===== src/rtl/cla12_acc_unit.sv =====
// cla12_acc_unit: framed 12-bit streaming accumulator driving a carry-lookahead adder,
// with sticky carry/borrow, signed overflow and saturating beat count on a valid/ready result port.
module cla12_acc_unit #(
   parameter int WIDTH = 12,
   parameter int CNT_W = 8
) (
   input  logic             clk,
   input  logic             rst,
   input  logic             in_valid,
   output logic             in_ready,
   input  logic [WIDTH:1]   in_data,
   input  logic             in_sub,
   input  logic             in_last,
   output logic             out_valid,
   input  logic             out_ready,
   output logic [WIDTH:1]   out_sum,
   output logic             out_carry,
   output logic             out_ovf,
   output logic [CNT_W:1]   out_count
);
   localparam int NG = WIDTH / 4;
   localparam logic [0:0] ST_ACC  = 1'b0;
   localparam logic [0:0] ST_HOLD = 1'b1;
   logic [0:0]     r_state;
   logic [WIDTH:1] r_acc;
   logic           r_carry;
   logic           r_ovf;
   logic [CNT_W:1] r_cnt;
   logic [WIDTH:1] w_b, w_g, w_p, w_s;
   logic [WIDTH+1:1] w_c;
   logic [NG:0]    w_gc;
   logic [NG-1:0]  w_gg, w_gp;
   logic           w_beat, w_cev, w_oev;
   assign w_b = in_sub ? ~in_data : in_data;
   assign w_g = r_acc & w_b;
   assign w_p = r_acc ^ w_b;
   // 4-bit lookahead groups chained by group generate/propagate
   always_comb begin
      w_gg = '0;
      w_gp = '0;
      w_c  = '0;
      w_gc = '0;
      w_gc[0] = in_sub;
      for (int k = 0; k < NG; k++) begin
         w_gg[k] = w_g[4*k+4] | (w_p[4*k+4] & w_g[4*k+3]) | (w_p[4*k+4] & w_p[4*k+3] & w_g[4*k+2])
                 | (w_p[4*k+4] & w_p[4*k+3] & w_p[4*k+2] & w_g[4*k+1]);
         w_gp[k] = &w_p[4*k+1 +: 4];
         w_gc[k+1] = w_gg[k] | (w_gp[k] & w_gc[k]);
         w_c[4*k+1] = w_gc[k];
         w_c[4*k+2] = w_g[4*k+1] | (w_p[4*k+1] & w_gc[k]);
         w_c[4*k+3] = w_g[4*k+2] | (w_p[4*k+2] & w_g[4*k+1]) | (w_p[4*k+2] & w_p[4*k+1] & w_gc[k]);
         w_c[4*k+4] = w_g[4*k+3] | (w_p[4*k+3] & w_g[4*k+2]) | (w_p[4*k+3] & w_p[4*k+2] & w_g[4*k+1])
                    | (w_p[4*k+3] & w_p[4*k+2] & w_p[4*k+1] & w_gc[k]);
      end
      w_c[WIDTH+1] = w_gc[NG];
   end
   assign w_s    = w_p ^ w_c[WIDTH:1];
   assign w_cev  = w_c[WIDTH+1] ^ in_sub;
   assign w_oev  = (r_acc[WIDTH] == w_b[WIDTH]) && (w_s[WIDTH] != r_acc[WIDTH]);
   assign w_beat = in_valid && (r_state == ST_ACC);
   always_ff @(posedge clk or posedge rst) begin
      if (rst) begin
         r_state <= ST_ACC;
         r_acc   <= '0;
         r_carry <= 1'b0;
         r_ovf   <= 1'b0;
         r_cnt   <= '0;
      end else if (r_state == ST_HOLD) begin
         if (out_ready) begin
            r_state <= ST_ACC;
            r_acc   <= '0;
            r_carry <= 1'b0;
            r_ovf   <= 1'b0;
            r_cnt   <= '0;
         end
      end else if (w_beat) begin
         r_acc   <= w_s;
         r_carry <= r_carry | w_cev;
         r_ovf   <= r_ovf | w_oev;
         r_cnt   <= (&r_cnt) ? r_cnt : r_cnt + 1'b1;
         if (in_last) r_state <= ST_HOLD;
      end
   end
   assign in_ready  = (r_state == ST_ACC);
   assign out_valid = (r_state == ST_HOLD);
   assign out_sum   = r_acc;
   assign out_carry = r_carry;
   assign out_ovf   = r_ovf;
   assign out_count = r_cnt;
endmodule


===== config.mk =====
export PLATFORM = sky130hd
export DESIGN_NAME = cla12_acc_unit
export DESIGN_NICKNAME = d
export VERILOG_FILES = /design/src/rtl/cla12_acc_unit.sv
export SDC_FILE = /design/constraint.sdc
export NUM_CORES = 1
export LEC_CHECK = 0
export ABC_AREA = 1
export CAP_MARGIN = 0
export CORE_UTILIZATION = 45
export CTS_BUF_LIST = sky130_fd_sc_hd__clkbuf_4
export CTS_CLUSTER_DIAMETER = 60
export CTS_CLUSTER_SIZE = 24
export DETAILED_ROUTE_END_ITERATION = 10
export PLACE_DENSITY = 0.77
export SYNTH_ARGS = -nofsm -noshare
export SYNTH_HDL_FRONTEND = slang
export SYNTH_SLANG_ARGS = --single-unit
export TNS_END_PERCENT = 10

===== constraint.sdc =====
create_clock -name clk -period 4.85 [get_ports clk]
set_input_delay 0.97 -clock clk [delete_from_list [all_inputs] [get_ports clk]]
set_output_delay 0.97 -clock clk [all_outputs]
set_load 0.1 [all_outputs]

* Word-level counts from Yosys, hierarchy flattened
Cells that the tools add are included.
** Cells by class
- Add/subtract/negate cells :: 1
- Equal/unequal tests :: 4
- Reduce and logical (&&, ||, !) cells :: 9
- Bitwise operators :: 83
- Mux-type cells :: 17
** Operators by type and width (count)
- $mux W12 :: 4
- $and A1 B1 Y1 :: 45
- $mux W8 :: 4
- $or A1 B1 Y1 :: 32
- $xor A12 B12 Y12 :: 2
- $and A12 B12 Y12 :: 1
- $not A12 Y12 :: 1
- $reduce_and A4 Y1 :: 3
- $mux W1 :: 9
- $add A8 B1 Y8 const B :: 1
- $reduce_and A8 Y1 :: 1
- $ne A2 B2 Y1 const B :: 2
- $reduce_and A3 Y1 :: 1
- $logic_and A1 B1 Y1 :: 2
- $reduce_and A2 Y1 :: 1
- $reduce_bool A2 Y1 :: 1
- $eq A1 B1 Y1 :: 1
- $ne A1 B1 Y1 :: 1
- $not A1 Y1 :: 1
- $xor A1 B1 Y1 :: 1
** Storage, ports and cells
- Bits of input ports :: 18
- Output and inout bits :: 24
- Bits in registers :: 23
- Word-level logic and storage cells :: 119

* Depth between registers and ports, before layout
Gate-level depths: netlist (run 1).
- Depth in word-level cells :: 18
- Depth in mapped cells :: 15

* Worst setup path before layout (run 1)
Ideal clock, no wire load.
- Path type :: input to register
- Start point :: input in_sub
- End point :: register r_acc (netlist bit out_sum[10])
- Data required time :: 4.748 ns
- Slack :: 1.815 ns
- Stages :: 14
- Arrival time :: 2.933 ns
- Cell sequence :: buf_6 > buf_2 > xor2_1 > ha_1 > inv_1 > nand2_1 > nand3_1 > nand2_1 > nand2_1 > nand2_2 > inv_1 > fa_1 > xor2_1 > o31ai_1
** On the way
- Cells in the longest elaborated chain, start to end :: 14
- Elaborated cells between the ends (all ways) :: 30
- Those cells by class :: 3 x mux; 25 x bitwise; 2 x reduce/logical
** Ends and longest elaborated chain
- from (decl) :: RTL line 12 : input logic in_sub,
- $mux W12 :: RTL line 34 : assign w_b = in_sub ? ~in_data : in_data;
- $xor A12 B12 Y12 / $and A12 B12 Y12 (equally long branches) :: RTL line 36, 35
- $and A1 B1 Y1, on equally long branches :: RTL line 45, 46
- $or A1 B1 Y1 (tied with other cells) :: RTL line 45 : w_gg[k] = w_g[4*k+4] | (w_p[4*k+4] & w_g[4*k+3]) | (w_p[4*k+4] & w_p[4*k+3] & w_g[4*k+2])
- $or A1 B1 Y1 / $and A1 B1 Y1 (equally long branches) :: RTL line 45, 46
- $or A1 B1 Y1 :: RTL line 46 : | (w_p[4*k+4] & w_p[4*k+3] & w_p[4*k+2] & w_g[4*k+1]);
- $or A1 B1 Y1 :: RTL line 48 : w_gc[k+1] = w_gg[k] | (w_gp[k] & w_gc[k]);
- $and A1 B1 Y1 :: RTL line 48
- $or A1 B1 Y1 :: RTL line 48
- $and A1 B1 Y1 :: RTL line 50 : w_c[4*k+2] = w_g[4*k+1] | (w_p[4*k+1] & w_gc[k]);
- $or A1 B1 Y1 :: RTL line 50
- $xor A12 B12 Y12 * :: RTL line 57 : assign w_s = w_p ^ w_c[WIDTH:1];
- $mux W12 * :: RTL line 76 : end else if (w_beat) begin
- $mux W12 * :: RTL line 68 : end else if (r_state == ST_HOLD) begin
- to (signal assigned) :: RTL line 77 : r_acc <= w_s;
- to (decl) :: RTL line 25 : logic [WIDTH:1] r_acc;
Mark *: on every way between the ends. The rest lies on a longest branch, timed or not. The select of a mux whose other input is x is not followed.
A chain may end at the register's enable or synchronous reset.

* Worst setup path after layout (run 1)
Ends and elaborated chain as after synthesis.

==> impl_metrics.py, run 1 <==
metrics = {
    "die": {
        "start_util": 0.4846,
        "die_y_um": 62.88,
        "core_area_um2": 3442,
        "ios": 42,
        "die_area_um2": 3954,
        "row_count": 21,
        "chipWidth_um": 62.88,
    },
    "timing": {
        "rsz0062_at_grt": "false",
        "hold_violations": 0,
        "relSlewSlack": 0.3504,
        "tns_ns": 0,
        "tightestPinTransition_ns": 0.9714,
        "skew_ns": 0.001349,
        "period_share": 0.7515,
        "period_needed_ns": 3.645,
        "setup_viol": 0,
        "maxSlewViolCount": 0,
        "clock.fmax_ghz": 0.2744,
    },
    "routing": {
        "ant_nets": 0,
        "drtIter0Drc": 63,
        "via_count": 1480,
        "wl_mm": 3.650,
        "post_drt_wl_per_cell_um": 12.25,
        "first_pass_iters": 4,
        "viasPerCell": 4.966,
        "drc": 0,
    },
    "synthesis": {
        "async_flop_share": 1.000,
        "synth_ff_type": "dfrtp_1",
        "synth-simple-area-share": 0.2191,
        "yosysUniqueCellTypes": 25,
        "syn-num-nets": 243,
        "synth_common_cells": "nand2_1, inv_1, dfrtp_1",
        "synthAdderAreaFrac": 0.1215,
        "avgSynthCellArea_um2": 7.942,
        "synth_area_leaders": "dfrtp_1, ha_1, nand2_1, xor2_1, inv_1",
        "yosysWarnings": 0,
        "synth_top_area_frac": 0.3451,
        "yosysSeqAreaShare": 0.3451,
        "synth.cell_area_um2": 1668,
        "synth_top_family_by_area": "simple AND/OR/NAND/NOR gates",
        "synth_largest_area_cell": "dfrtp_1",
        "synth_xor_area_frac": 0.09977,
        "synthMuxAreaShare": 0,
        "ys_ff_latch": 23,
        "synth_edf_count": 0,
        "syn_inst": 210,
        "synth_compound_area_frac": 0.1305,
        "synth.most_common_cell": "nand2_1",
    },
    "grt": {
        "track_usage": 0.2030,
        "first_global_vias": 1433,
        "antenna_found_initial": 0,
        "grt_pass1_wl_mm": 6.417,
        "grt_overflow": 0,
        "grt_max_degree": 24,
    },
    "placed_design": {
        "gp_congestion": 0.8709,
        "dp.final_hpwl_mm": 2.828,
        "port_buffers": 41,
        "dpl_cell_area_um2": 2108,
    },
    "clock_network": {
        "cts_setup_buffers": 0,
        "cts.path.max_buffers": 2,
        "cts.reportedPaths.clkPinSlew_ns": 0.13,
        "clkSinkCount": 23,
        "cts-root-buf": "clkbuf_4",
        "clk_latency_ns": 0.31,
        "cts_tree": "built",
        "htreeDepth": 1,
        "cts_hold_buf": 0,
        "postCtsResizedCells": 0,
        "cts_buffers": 3,
    },
    "flow_run": {
        "drv_cap": 0,
    },
    "setup_path": {
        "path_delay_family": "buffers and inverters",
        "path_max_fanout": 17,
        "worstSetupEndpointType": "flop",
        "critPathBufInv": 2,
        "cp_cell_sequence": "clkdlybuf4s50_1, xor2_1, ha_1, nand2_2, nand2_2, nand3_1, nand2_1, nand2_1, nand2_2, inv_1, fa_1, xor2_1, o31ai_1",
        "arrival_ns": 3.88,
        "rr_endpoint": "out_sum[10]",
        "worstPathRequired_ns": 5.08,
        "r2r_start": "out_sum[1]",
        "ff2ff_setup_slack_ns": 2.68,
        "path_class": "in -> reg",
        "crit_top_cell": "nand2_2",
        "start_kind": "input pin",
        "r2r_cells": 11,
        "slowest_stage": "clkdlybuf4s50_1",
        "cpPeakStageDelay_ns": 0.86,
    },
    "hold_path": {
        "whs_path_depth": 2,
        "min_from": "out_sum[10]",
        "hold_path_end": "out_sum[10]",
        "worstHoldPathType": "reg -> reg",
    },
    "cells_and_area": {
        "drive_above_1_share": 0.06349,
        "area_growth_pct": 28.21,
        "ff_latch_area_um2": 575.6,
        "multiInputGateArea_um2": 952.2,
        "fin_area_um2": 2138,
        "fillCellCount": 306,
        "nets": 286,
        "antenna_cells": 0,
    },
    "power": {
        "p_leak_uw": 0.001034,
        "p_per_area_nw_per_um2": 715.2,
        "vdd_ir_drop_max_uv": 318.2,
    },
    "status": {
        "status": "finished clean",
    },
}
## worst register-to-register path, delay by kind of cell, from the launching register on
| family | cells | cell delay, ns |
|---|---|---|
| buffers and inverters | 1 | 0.06 |
| flip-flops | 1 | 0.42 |
| AND/OR/NAND/NOR | 6 | 0.56 |
| adder cells (fa/ha/maj) | 2 | 0.69 |
| XOR/XNOR | 1 | 0.15 |
| AO/OA/AOI/OAI | 1 | 0.21 |
## cell usage in the layout (no fill, tap or decap)
master / netlist / final
dfrtp_1: 23 / 23
inv_2: 2 / 2
clkdlybuf4s50_1: 0 / 41
o21ai_2: 2 / 2
nor2_4: 1 / 1
xnor2_1: 3 / 3
ha_1: 13 / 13
fa_1: 2 / 2
o21ai_0: 8 / 8
a21oi_4: 1 / 1
nand4_1: 1 / 1
a21oi_1: 13 / 13
nand3_1: 13 / 13
nor2_1: 20 / 20
xor2_1: 16 / 16
nand2_1: 42 / 42
nand2_2: 6 / 6
clkbuf_4: 0 / 4
nand3b_1: 1 / 1
o22ai_1: 4 / 4
nor3_1: 1 / 1
inv_1: 28 / 28
a32o_1: 1 / 1
o31ai_1: 5 / 5
a31oi_1: 1 / 1
## registers in the layout, summed over array words and instances, names as in the netlist
name,flops
out_valid,1
out_carry,1
out_sum,12
out_ovf,1
out_count,8
## kinds of logic (layout without fill, tap and decap cells)
family	after synthesis	after routing
simple gates	85	85
compound gates	35	35
xor+xnor	19	19
fa+ha+maj	15	15
flops	23	23
buf+inv	33	75
## layout make-up
type | instances | share of cell area
multi-input cells | 154 | 0.4453
flip-flops and latches | 23 | 0.2692
repair buffers | 41 | 0.1919
inverters | 30 | 0.05266
well taps | 46 | 0.02692
clock buffers | 4 | 0.01404
## per-stage QoR
stage | hold slack (ns) | std cells | util | power, uW | setup WS, ns
after global placement | 0.5031 | 294 | 0.6125 | 1416 | 1.023
after floorplan | 0.9684 | 210 | - | 1190 | 1.815
final | 0.5363 | 298 | 0.6212 | 1529 | 1.205
after CTS | 0.5413 | 298 | 0.6212 | 1533 | 1.223
after detailed placement | 0.5087 | 294 | 0.6125 | 1432 | 0.8841
after global routing | 0.5744 | 298 | 0.6212 | 1632 | 1.021
## power breakdown
group / switching [uW] / internal [uW]
clock: 59.3 / 37.7
combinational: 812 / 299
sequential: 60.8 / 260
## layer usage
| layer | track usage | up-vias | routed length (um) |
|---|---|---|---|
| met3 | 0.03285 | 4 | 194 |
| met4 | 0.05814 | 0 | 44 |
| li1 | - | 769 | - |
| met1 | 0.2692 | 662 | 1744 |
| met5 | 0 | - | 0 |
| met2 | 0.3374 | 45 | 1667 |
## worst max path at each step
stage,startpoint,to,cells past startpoint
finish,in_sub,out_sum[10],13
global route,in_sub,out_sum[10],13
CTS,in_sub,out_sum[10],13
detailed placement,in_sub,out_sum[10],13
global placement,in_sub,out_sum[10],13
floorplan,in_sub,out_sum[10],14
Note: power is estimated with default switching activity, not from simulation.
==> run 2: changes to the inputs <==
Clock period 4.85 ns to 3.7 ns, I/O delays scaled along.
==> run 2 against run 1 <==
Compared with the run above: non-clock buffer count up 2; combinational power up 31%; critical path depth unchanged; critical endpoint unchanged; core utilization up 0.22 points; sequential share of layout area down 0.094 points; power up 30%; die area unchanged; flip-flop and latch count unchanged; design area up 0.35%; sequential power up 31%; first-iteration DRC count up 22%; register-to-register slack worse by 1.1 ns.
==> impl_metrics.py, run 2 (same netlist as run 1, synthesis figures left out) <==
metrics = {
    "flow_run": {
        "drv_cap": 0,
    },
    "clock_network": {
        "clkSinkCount": 23,
        "postCtsResizedCells": 0,
        "cts_setup_buffers": 0,
        "cts.path.max_buffers": 2,
        "htreeDepth": 1,
        "cts_tree": "built",
        "cts.reportedPaths.clkPinSlew_ns": 0.14,
        "cts_buffers": 3,
        "cts_hold_buf": 0,
        "clk_latency_ns": 0.31,
        "cts-root-buf": "clkbuf_4",
    },
    "grt": {
        "track_usage": 0.1976,
        "first_global_vias": 1380,
        "grt_max_degree": 24,
        "grt_pass1_wl_mm": 6.285,
        "grt_overflow": 0,
        "antenna_found_initial": 0,
    },
    "routing": {
        "drc": 0,
        "viasPerCell": 5.007,
        "post_drt_wl_per_cell_um": 11.81,
        "via_count": 1502,
        "first_pass_iters": 6,
        "wl_mm": 3.544,
        "ant_nets": 0,
        "drtIter0Drc": 77,
    },
    "setup_path": {
        "path_class": "in -> reg",
        "worstPathRequired_ns": 3.94,
        "arrival_ns": 3.33,
        "worstSetupEndpointType": "flop",
        "path_max_fanout": 11,
        "start_kind": "input pin",
        "r2r_cells": 11,
    },
    "die": {
        "chipWidth_um": 62.88,
        "start_util": 0.4846,
        "row_count": 21,
        "ios": 42,
        "die_y_um": 62.88,
        "core_area_um2": 3442,
        "die_area_um2": 3954,
    },
    "cells_and_area": {
        "post-route-util": 0.6234,
        "drive_above_1_share": 0.07874,
        "largest_reg_flops": 12,
        "layout_commonest_cell": "nand2_1",
        "area_growth_pct": 28.66,
        "antenna_cells": 0,
        "nets": 288,
        "layout_common_cells": "nand2_1, clkdlybuf4s50_1, inv_1, dfrtp_1, nor2_1",
    },
    "timing": {
        "rsz0062_at_grt": "false",
        "skew_ns": 0.007660,
        "tns_ns": 0,
        "tightestPinTransition_ns": 0.9690,
        "clock.fmax_ghz": 0.3228,
        "hold_violations": 0,
        "relSlewSlack": 0.3520,
        "setup_viol": 0,
        "period_share": 0.8372,
        "period_needed_ns": 3.097,
        "fin_hold_ws_ns": 0.5325,
        "maxSlewViolCount": 0,
    },
    "power": {
        "vdd_ir_drop_max_uv": 423.8,
        "p_per_area_nw_per_um2": 927.7,
        "combPwrFrac": 0.728,
        "p_switching_uw": 1219,
        "internal_power_uw": 772.1,
        "swShare": 0.6121,
        "p_leak_uw": 0.001045,
        "p_seq_frac": 0.211,
        "clkPwrFrac": 0.061,
    },
    "placed_design": {
        "dp.final_hpwl_mm": 2.788,
        "port_buffers": 41,
        "gp_congestion": 0.8961,
    },
    "status": {
        "status": "finished clean",
    },
    "hold_path": {
        "worstHoldPathType": "reg -> reg",
        "whs_path_depth": 2,
    },
}
-- run 2: changes by cell type in the layout (fill, tap and decap cells not counted), sizes merged --
cell	change
buf	+4
clkdlybuf4s50	-2
clkbuf	-1
clkinv	+1
-- run 2: critical path, stage by stage --
cell and delay, ns:
clkdlybuf4s50_1 0.70, xor2_1 0.28, ha_1 0.36, nand2_1 0.06, inv_1 0.05, nand3_1 0.09, nand2_1 0.09, nand2_1 0.06
nand2_2 0.10, inv_1 0.06, fa_1 0.37, xor2_1 0.15, o31ai_1 0.22
-- run 2: worst paths after layout --
path                            start      endpoint  slack, ns
min in group asynchronous         rst    out_sum[6]       0.90
hold / removal                out_ovf       out_ovf       0.53
setup reg to reg           out_sum[2]   out_sum[10]       1.59
hold reg to reg               out_ovf       out_ovf       0.53
setup / recovery               in_sub   out_sum[10]       0.60
max in group asynchronous         rst  out_count[4]       2.25
-- run 2: cell type report --
cell class              instances  area, um2
clock buffers                   3      22.52
clock inverters                 1      5.005
fillers                       313       1296
inverters                      30      112.6
multi-input cells             154      952.2
flip-flops and latches         23      575.6
well taps                      46      57.56
repair buffers                 43      420.4
-- run 2: through the flow --
step | cell area [um2] | total power [uW] | worst slack [ns] | instances
2_1_floorplan | 1668 | 1560 | 0.8946 | 210
3_3_place_gp | 2118 | 1854 | 0.3131 | 296
3_5_place_dp | 2118 | 1874 | 0.2832 | 296
4_1_cts | 2146 | 1998 | 0.6196 | 300
5_1_grt | 2146 | 2138 | 0.3846 | 300
6_report | 2146 | 1991 | 0.6025 | 300
-- run 2: power groups by stage --
stage / combinational, uW / sequential (uW) / clock [uW]
final: 1450 / 420 / 122
after global routing: 1560 / 438 / 138
after CTS: 1450 / 422 / 125
after detailed placement: 1440 / 430 / 0
after global placement: 1430 / 425 / 0
after floorplan: 494 / 1070 / 0
-- run 2: layer usage --
metal / track usage / vias up / part of all wire / routed length (um)
met4: 0.06686 / 0 / 0.013 / 47
met2: 0.3038 / 24 / 0.46 / 1619
met3: 0.02190 / 4 / 0.025 / 89
met5: 0 / - / 0 / 0
met1: 0.2852 / 700 / 0.50 / 1787
li1: - / 774 / - / -
